$ cat src/rtl/pb_capture_pkg.sv
// Shared definitions for the push-button capture peripheral.
//   - Avalon word addresses of the four registers
//   - cnt_width(): width of a counter that must hold 0 .. cycles-1
// Optional build macro used by the peripheral: PB_RELEASE_CAPTURE_EN.
package pb_capture_pkg;

    localparam logic [1:0] ADDR_DATA     = 2'd0;
    localparam logic [1:0] ADDR_IRQ_MASK = 2'd1;
    localparam logic [1:0] ADDR_EDGE_CAP = 2'd2;
    localparam logic [1:0] ADDR_AUX      = 2'd3;

    // The counter only has to reach cycles-1, so clog2(cycles) bits suffice.
    // Clamp to one bit so that small counts still give a legal vector.
    function automatic int cnt_width(input int cycles);
        return ($clog2(cycles) < 1) ? 1 : $clog2(cycles);
    endfunction

endpackage

$ cat src/rtl/pb_capture_avmm_if.sv
// Avalon-MM slave bus of the push-button capture peripheral.
//   avs_address   [1:0]  word address
//   avs_read             read strobe
//   avs_write            write strobe
//   avs_writedata [31:0] write data
//   avs_readdata  [31:0] read data, fixed read latency 1, no waitrequest
// Modports: master (Nios side) and slave (peripheral side).
interface pb_capture_avmm_if;

    logic [1:0]  avs_address;
    logic        avs_read;
    logic        avs_write;
    logic [31:0] avs_writedata;
    logic [31:0] avs_readdata;

    modport master (
        output avs_address, avs_read, avs_write, avs_writedata,
        input  avs_readdata
    );

    modport slave (
        input  avs_address, avs_read, avs_write, avs_writedata,
        output avs_readdata
    );

endinterface

$ cat src/rtl/pb_debounce_ch.sv
// One push-button channel: 2-flop synchronizer, debounce counter, stable level.
//   clk, rst_n     clock and asynchronous active-low reset
//   pb_raw         raw active-low button, asynchronous to clk
//   sample         synchronized button level (s)
//   stable         debounced level, 1 = released
//   press_pulse    one-cycle pulse on the clock where stable goes 1->0
//   release_pulse  one-cycle pulse on the clock where stable goes 0->1
module pb_debounce_ch
    import pb_capture_pkg::*;
#(
    parameter int DEBOUNCE_CYCLES = 500000
) (
    input  logic clk,
    input  logic rst_n,
    input  logic pb_raw,
    output logic sample,
    output logic stable,
    output logic press_pulse,
    output logic release_pulse
);

    localparam int             CW   = cnt_width(DEBOUNCE_CYCLES);
    localparam logic [CW-1:0]  TERM = CW'(DEBOUNCE_CYCLES - 1);

    logic          sync_p0;
    logic          sync_p1;
    logic [CW-1:0] count;
    logic          terminal;

    // The level flips on the clock where a disagreement has persisted long
    // enough; both event pulses are decoded from that same condition so they
    // line up with the edge that updates stable.
    assign terminal      = (sync_p1 != stable) && (count == TERM);
    assign press_pulse   = terminal && stable;
    assign release_pulse = terminal && !stable;
    assign sample        = sync_p1;

    always_ff @(posedge clk or negedge rst_n) begin
        if (!rst_n) begin
            sync_p0 <= 1'b1;
            sync_p1 <= 1'b1;
            stable  <= 1'b1;
            count   <= '0;
        end else begin
            // synchronizer stage
            sync_p0 <= pb_raw;
            sync_p1 <= sync_p0;
            // debounce stage: any agreement with stable restarts the count
            if (sync_p1 == stable) begin
                count <= '0;
            end else if (count == TERM) begin
                stable <= sync_p1;
                count  <= '0;
            end else begin
                count <= count + 1'b1;
            end
        end
    end

endmodule

$ cat src/rtl/pb_capture_avmm.sv
// Avalon-MM responder for the active-low user push buttons.
//   SYS_CLK50M  system clock (sole clock)
//   RESET_EXPN  asynchronous active-low reset
//   PB          raw active-low buttons
//   avs         Avalon-MM slave bus (pb_capture_avmm_if.slave)
//   irq         level interrupt = |(captured events & irq_mask), registered
//   pb_pressed  debounced levels, 1 = pressed (for USER_LED drive)
// Register map: 0 DATA (ro), 1 IRQ_MASK (rw), 2 EDGE_CAPTURE (w1c),
//   3 RAW synchronized level (ro), or RELEASE_CAPTURE (w1c) when the build
//   macro PB_RELEASE_CAPTURE_EN is defined.
module pb_capture_avmm
    import pb_capture_pkg::*;
#(
    parameter int NUM_PB          = 4,
    parameter int DEBOUNCE_CYCLES = 500000
) (
    input  logic              SYS_CLK50M,
    input  logic              RESET_EXPN,
    input  logic [NUM_PB-1:0] PB,
    pb_capture_avmm_if.slave  avs,
    output logic              irq,
    output logic [NUM_PB-1:0] pb_pressed
);

    logic [NUM_PB-1:0] sample;
    logic [NUM_PB-1:0] stable;
    logic [NUM_PB-1:0] press;
    logic [NUM_PB-1:0] release_ev;
    logic [NUM_PB-1:0] edge_cap;
    logic [NUM_PB-1:0] irq_mask;
    logic [NUM_PB-1:0] edge_clr;
    logic [NUM_PB-1:0] pending;
    logic [31:0]       rd_word;
    logic              unused_bits;

    for (genvar ch = 0; ch < NUM_PB; ch++) begin : g_ch
        pb_debounce_ch #(
            .DEBOUNCE_CYCLES(DEBOUNCE_CYCLES)
        ) u_deb (
            .clk          (SYS_CLK50M),
            .rst_n        (RESET_EXPN),
            .pb_raw       (PB[ch]),
            .sample       (sample[ch]),
            .stable       (stable[ch]),
            .press_pulse  (press[ch]),
            .release_pulse(release_ev[ch])
        );
    end

    assign pb_pressed = ~stable;

    assign edge_clr = (avs.avs_write && avs.avs_address == ADDR_EDGE_CAP)
                    ? avs.avs_writedata[NUM_PB-1:0] : '0;

`ifdef PB_RELEASE_CAPTURE_EN
    logic [NUM_PB-1:0] rel_cap;
    logic [NUM_PB-1:0] rel_clr;

    assign rel_clr = (avs.avs_write && avs.avs_address == ADDR_AUX)
                   ? avs.avs_writedata[NUM_PB-1:0] : '0;
    assign pending = (edge_cap | rel_cap) & irq_mask;
    assign unused_bits = ^{avs.avs_writedata[31:NUM_PB], sample};

    // Clear first, then OR in the new event so a same-cycle event wins.
    always_ff @(posedge SYS_CLK50M or negedge RESET_EXPN) begin
        if (!RESET_EXPN) rel_cap <= '0;
        else             rel_cap <= (rel_cap & ~rel_clr) | release_ev;
    end
`else
    assign pending = edge_cap & irq_mask;
    assign unused_bits = ^{avs.avs_writedata[31:NUM_PB], release_ev};
`endif

    // Read mux sees the registers before this clock's updates, which gives
    // the pre-event / pre-write read semantics for free.
    always_comb begin
        rd_word = '0;
        case (avs.avs_address)
            ADDR_DATA:     rd_word[NUM_PB-1:0] = ~stable;
            ADDR_IRQ_MASK: rd_word[NUM_PB-1:0] = irq_mask;
            ADDR_EDGE_CAP: rd_word[NUM_PB-1:0] = edge_cap;
`ifdef PB_RELEASE_CAPTURE_EN
            ADDR_AUX:      rd_word[NUM_PB-1:0] = rel_cap;
`else
            ADDR_AUX:      rd_word[NUM_PB-1:0] = ~sample;
`endif
            default:       rd_word = '0;
        endcase
    end

    always_ff @(posedge SYS_CLK50M or negedge RESET_EXPN) begin
        if (!RESET_EXPN) begin
            edge_cap         <= '0;
            irq_mask         <= '0;
            irq              <= 1'b0;
            avs.avs_readdata <= '0;
        end else begin
            edge_cap <= (edge_cap & ~edge_clr) | press;
            if (avs.avs_write && avs.avs_address == ADDR_IRQ_MASK)
                irq_mask <= avs.avs_writedata[NUM_PB-1:0];
            irq              <= |pending;
            avs.avs_readdata <= avs.avs_read ? rd_word : 32'd0;
        end
    end

endmodule

$ cat src/flat_wrapper.sv
// flat-port wrapper written by rule: the top's interface ports become plain ports
module pb_capture_avmm_flat import pb_capture_pkg::*;
#(
    parameter int NUM_PB          = 4,
    parameter int DEBOUNCE_CYCLES = 500000
)
  (SYS_CLK50M, RESET_EXPN, PB, irq, pb_pressed, avs_avs_address, avs_avs_read, avs_avs_write, avs_avs_writedata, avs_avs_readdata);
  pb_capture_avmm_if avs_i ();
  input  logic SYS_CLK50M;
  input  logic RESET_EXPN;
  input  logic [NUM_PB-1:0] PB;
  output logic irq;
  output logic [NUM_PB-1:0] pb_pressed;
  input wire logic [$bits(avs_i.avs_address)-1:0] avs_avs_address;
  input wire logic [$bits(avs_i.avs_read)-1:0] avs_avs_read;
  input wire logic [$bits(avs_i.avs_write)-1:0] avs_avs_write;
  input wire logic [$bits(avs_i.avs_writedata)-1:0] avs_avs_writedata;
  output wire logic [$bits(avs_i.avs_readdata)-1:0] avs_avs_readdata;
  assign avs_i.avs_address = avs_avs_address;
  assign avs_i.avs_read = avs_avs_read;
  assign avs_i.avs_write = avs_avs_write;
  assign avs_i.avs_writedata = avs_avs_writedata;
  assign avs_avs_readdata = avs_i.avs_readdata;
  pb_capture_avmm #(.NUM_PB(NUM_PB), .DEBOUNCE_CYCLES(DEBOUNCE_CYCLES)) u_core (.SYS_CLK50M(SYS_CLK50M), .RESET_EXPN(RESET_EXPN), .PB(PB), .avs(avs_i), .irq(irq), .pb_pressed(pb_pressed));
endmodule
$ cat config.mk
export PLATFORM = sky130hd
export DESIGN_NAME = pb_capture_avmm_flat
export DESIGN_NICKNAME = d
export VERILOG_FILES = /design/src/rtl/pb_capture_pkg.sv /design/src/rtl/pb_capture_avmm_if.sv /design/src/rtl/pb_debounce_ch.sv /design/src/rtl/pb_capture_avmm.sv /design/src/flat_wrapper.sv
export SDC_FILE = /design/constraint.sdc
export NUM_CORES = 1
export LEC_CHECK = 0
export BUFFER_PORTS_ARGS = -buffer_cell sky130_fd_sc_hd__buf_4
export CORE_MARGIN = 2
export CORE_UTILIZATION = 57
export CTS_BUF_LIST = sky130_fd_sc_hd__clkbuf_16
export CTS_CLUSTER_SIZE = 14
export DETAILED_ROUTE_END_ITERATION = 10
export PLACE_DENSITY = 0.83
export SLEW_MARGIN = 20
export SYNTH_ARGS = -nofsm -noshare
export SYNTH_HDL_FRONTEND = slang
export SYNTH_SLANG_ARGS = --single-unit
$ cat constraint.sdc
create_clock -name SYS_CLK50M -period 2.1 [get_ports SYS_CLK50M]
set_input_delay 0.21 -clock SYS_CLK50M [delete_from_list [all_inputs] [get_ports SYS_CLK50M]]
set_output_delay 0.21 -clock SYS_CLK50M [all_outputs]
set_load 0.01 [all_outputs]
==> impl_metrics.csv <==
group,metric,value,unit
drt,drtAntennaViolNets,0,
grt,grt_pass1_wl,17100,µm
worst_setup_path,r2r_start,"u_core.g_ch[2].u_deb.count[0]$_DFF_PN0_",
cts,path_clk_slew,0.07,ns
yosys,syn_area_per_cell,10.3,µm²
worst_setup_path,reg2reg_depth,5,
grt,grt_pass1_vias,3758,
timing,rsz0062_at_grt,"no",
layout,area_growth,12.0,%
timing,setup_viol,0,
floorplan,ioPinCount,79,
grt,grt.total_usage,21.6,%
grt,grt_max_degree,40,
drt,num_vias,3710,
layout,finalNetCount,588,
floorplan,die_x,99.0,µm
yosys,seq_area_frac_synth,49.5,%
layout,multi_input_area,0.00235,mm²
worst_setup_path,crit_end,"u_core.g_ch[2].u_deb.count[18]$_DFF_PN0_",
yosys,yosys_warnings,0,
worst_hold_path,hold_start,"avs_avs_read",
layout,final_core_util,66.0,%
status,status,"finished clean",
floorplan,start_util,58.9,%
grt,grt_antenna_before_repair,0,
layout,final-seq-area,0.00254,mm²
floorplan,core-area,0.00872,mm²
timing,min_period_over_period,90.7,%
cts,cts_setup_buffers,0,
layout,drive_gt1_share,16.3,%
timing,fin_tns_setup,0,ns
worst_setup_path,cp.arrival,2.18,ns
timing,skew,0.00873,ns
floorplan,die_h,99.0,µm
placed_design,io_buffers,22,
cts,clk-insertion-delay-late,0.35,ns
power,p_clk_share,42.1,%
layout,fillers,659,
worst_setup_path,cp-end-kind,"flip-flop",
worst_setup_path,crit_fanout,5,
power,p_switching,0.916,mW
worst_setup_path,worst-r2r-setup-slack,0.20,ns
yosys,syn_inst,497,
layout,finalNonFillerCells,655,
drt,avgRoutedWirePerCell,15.1,µm
power,powerDensity,683,mW/mm²
timing,min_period,1.90,ns
placed_design,gp_congestion,0.831,
grt,grt_overflow_total,0,
yosys,ys_seq_elements,101,
worst_setup_path,path_class,"reg2reg",
flow_run,max-cap-violations,0,
yosys,ys_types,47,
cts,cts-root-buf,"clkbuf_16",
cts,cts_tree,"done",
yosys,synth_area,0.00514,mm²
power,internal-power,3.01,mW
drt,dr.pass1.iters,4,
drt,drtIter0Drc,125,
cts,cts.sink_count,101,
power,finalPower,3.93,mW
placed_design,dp_cells,634,
drt,drc_errors,0,
worst_hold_path,worstHoldPathType,"in2reg",
power,swShare,23.3,%
cts,holdBufCountCts,5,
worst_setup_path,crit_required,2.38,ns
worst_setup_path,critical_path.startpoint,"u_core.g_ch[2].u_deb.count[0]$_DFF_PN0_",
worst_setup_path,startpoint_type,"flip-flop",
timing,maxSlewViolCount,0,
layout,antennaDiodeCount,0,
cts,cts_made_buffers,9,
drt,routed_wl,9900,µm
worst_setup_path,timing.rr.end,"u_core.g_ch[2].u_deb.count[18]$_DFF_PN0_",
floorplan,rows,34,
worst_hold_path,holdPathStages,2,
cts,cts.repair.resized,0,
cts,clockBufferDepth,2,
power,vdd_ir_drop_max,396,µV
drt,routed_via_density,5.66,
power,power_frac_seq,51.9,%
cts,h-tree-depth,3,
power,p_leak,2.37,nW
floorplan,die_area,0.00979,mm²
power,p_comb_share,6.0,%
placed_design,place_hpwl,6940,µm
timing,finalHoldViolCount,0,
timing,fmax,525,MHz
## layer usage
| layer | wire length, µm | global-route usage [%] | up-vias |
|---|---|---|---|
| met3 | 481 | 4.04 | 14 |
| met1 | 4360 | 27.6 | 1820 |
| met4 | 181 | 9.27 | 0 |
| li1 | - | - | 1778 |
| met2 | 4880 | 36.0 | 98 |
| met5 | 0 | 0 | - |
## cell families (layout without fill, tap and decap cells)
kind of cell / count (synthesis) / in the layout / synth area share (%)
AOI/OAI and AO/OA: 37 / 37 / 5.65
xor gates and xnor gates: 58 / 58 / 9.88
adders and majority gates: 4 / 4 / 0.974
buffers and inverters: 60 / 83 / 6.77
DFF: 101 / 101 / 49.5
muxes: 14 / 14 / 3.55
other: 1 / 28 / 0.0730
and+or+nand+nor: 222 / 222 / 23.6
## state kept, by name (all words and copies together) (netlist names)
register	cells
u_core.g_ch.u_deb.count	76
u_core.avs.avs_readdata	4
u_core.edge_cap	4
u_core.g_ch.u_deb.sample	4
u_core.g_ch.u_deb.stable	4
u_core.g_ch.u_deb.sync_p0	4
u_core.irq_mask	4
u_core.irq	1
## cell usage after synthesis, drive strengths merged
cell    number  area share, %
nand4       22            3.6
conb         1          0.073
o211a        1           0.19
o221ai       1           0.17
buf         32            4.7
nor3        19            1.9
xor2        16            2.7
clkbuf       3           0.22
nor2        76            5.6
ha           4           0.97
a32o         4           0.78
o31ai        3           0.44
o21ai        8           0.78
dfrtp       89             43
o41ai        2            1.1
nor4bb       1           0.19
mux2i        7            1.4
mux2         4           0.88
nand3b       2           0.29
and2         3           0.37
and4b        1           0.19
inv         25            1.8
nor4        18            2.4
and3         2           0.24
a31o         3           0.51
dfstp       12            6.1
and4         3           0.51
nand3       25            2.4
nand4b       4           0.68
a22oi        2           0.29
a21oi       13            1.4
nand2       24            1.8
xnor2       42            7.2
or4          5           0.73
or3          6           0.73
mux4         3            1.3
nor4b        7            1.6
or2          4           0.49
## placed cells by master, fill, tap and decap left out, types with 3 or more instances in the layout
master         count
a21oi_1           11
o21ai_0            6
mux2i_1            7
a31o_2             3
clkbuf_16          9
dfrtp_1           89
nand2_1           24
mux2_2             4
dlygate4sd3_1      5
ha_1               4
nand4_1           17
nor3_1            19
mux4_2             3
nor2_1            76
o31ai_1            3
and2_1             3
inv_1             26
nand4b_1           4
nor4b_1            4
xnor2_1           42
nand3_1           25
or3_1              6
conb_1            28
xor2_1            16
dfstp_2           12
or4_1              5
nand4_2            3
buf_4             36
and4_1             3
nor4_1            16
a32o_1             4
nor4b_2            3
## critical path, cell delays in order (launching register included)
cell,delay [ns]
dfrtp_1,0.41
ha_1,0.29
nand4_4,0.11
or4_1,0.55
or3_1,0.34
a21oi_2,0.14
## stage by stage
step                cell area, µm²  hold WS (ns)  setup WS [ns]
floorplan                     5240       -0.0856          0.237
global placement              5410         0.102          0.281
detailed placement            5410         0.102          0.193
CTS                           5760         0.114          0.192
global route                  5760         0.118         0.0840
finish                        5760         0.111          0.195
## area by class of cell
type,count,share of cell area [%]
flip-flops and latches,101,44.2
clock inverters,7,1.17
clock buffers,9,3.91
inverters,25,1.63
repair buffers,42,5.91
well taps,108,2.35
multi-input cells,363,40.8
## worst min-delay path by stage
stage	endpoint	slack, ns
finish	u_core.avs.avs_readdata[3]$_DFF_PN0_	0.11
global route	u_core.irq_mask[0]$_DFFE_PN0P_	0.12
CTS	u_core.avs.avs_readdata[1]$_DFF_PN0_	0.11
detailed placement	u_core.g_ch[3].u_deb.count[3]$_DFF_PN0_	0.10
global placement	u_core.g_ch[3].u_deb.count[2]$_DFF_PN0_	0.10
floorplan	u_core.avs.avs_readdata[0]$_DFF_PN0_	-0.09
## power by group through the flow
stage | sequential, mW | combinational (mW) | clock, mW
2_1_floorplan | 2.07 | 0.165 | 0
4_1_cts | 2.04 | 0.240 | 1.66
5_1_grt | 2.05 | 0.269 | 1.74
3_5_place_dp | 2.08 | 0.230 | 0
6_report | 2.04 | 0.236 | 1.65
3_3_place_gp | 2.07 | 0.225 | 0
No activity file was read; power rests on OpenSTA's default activity.
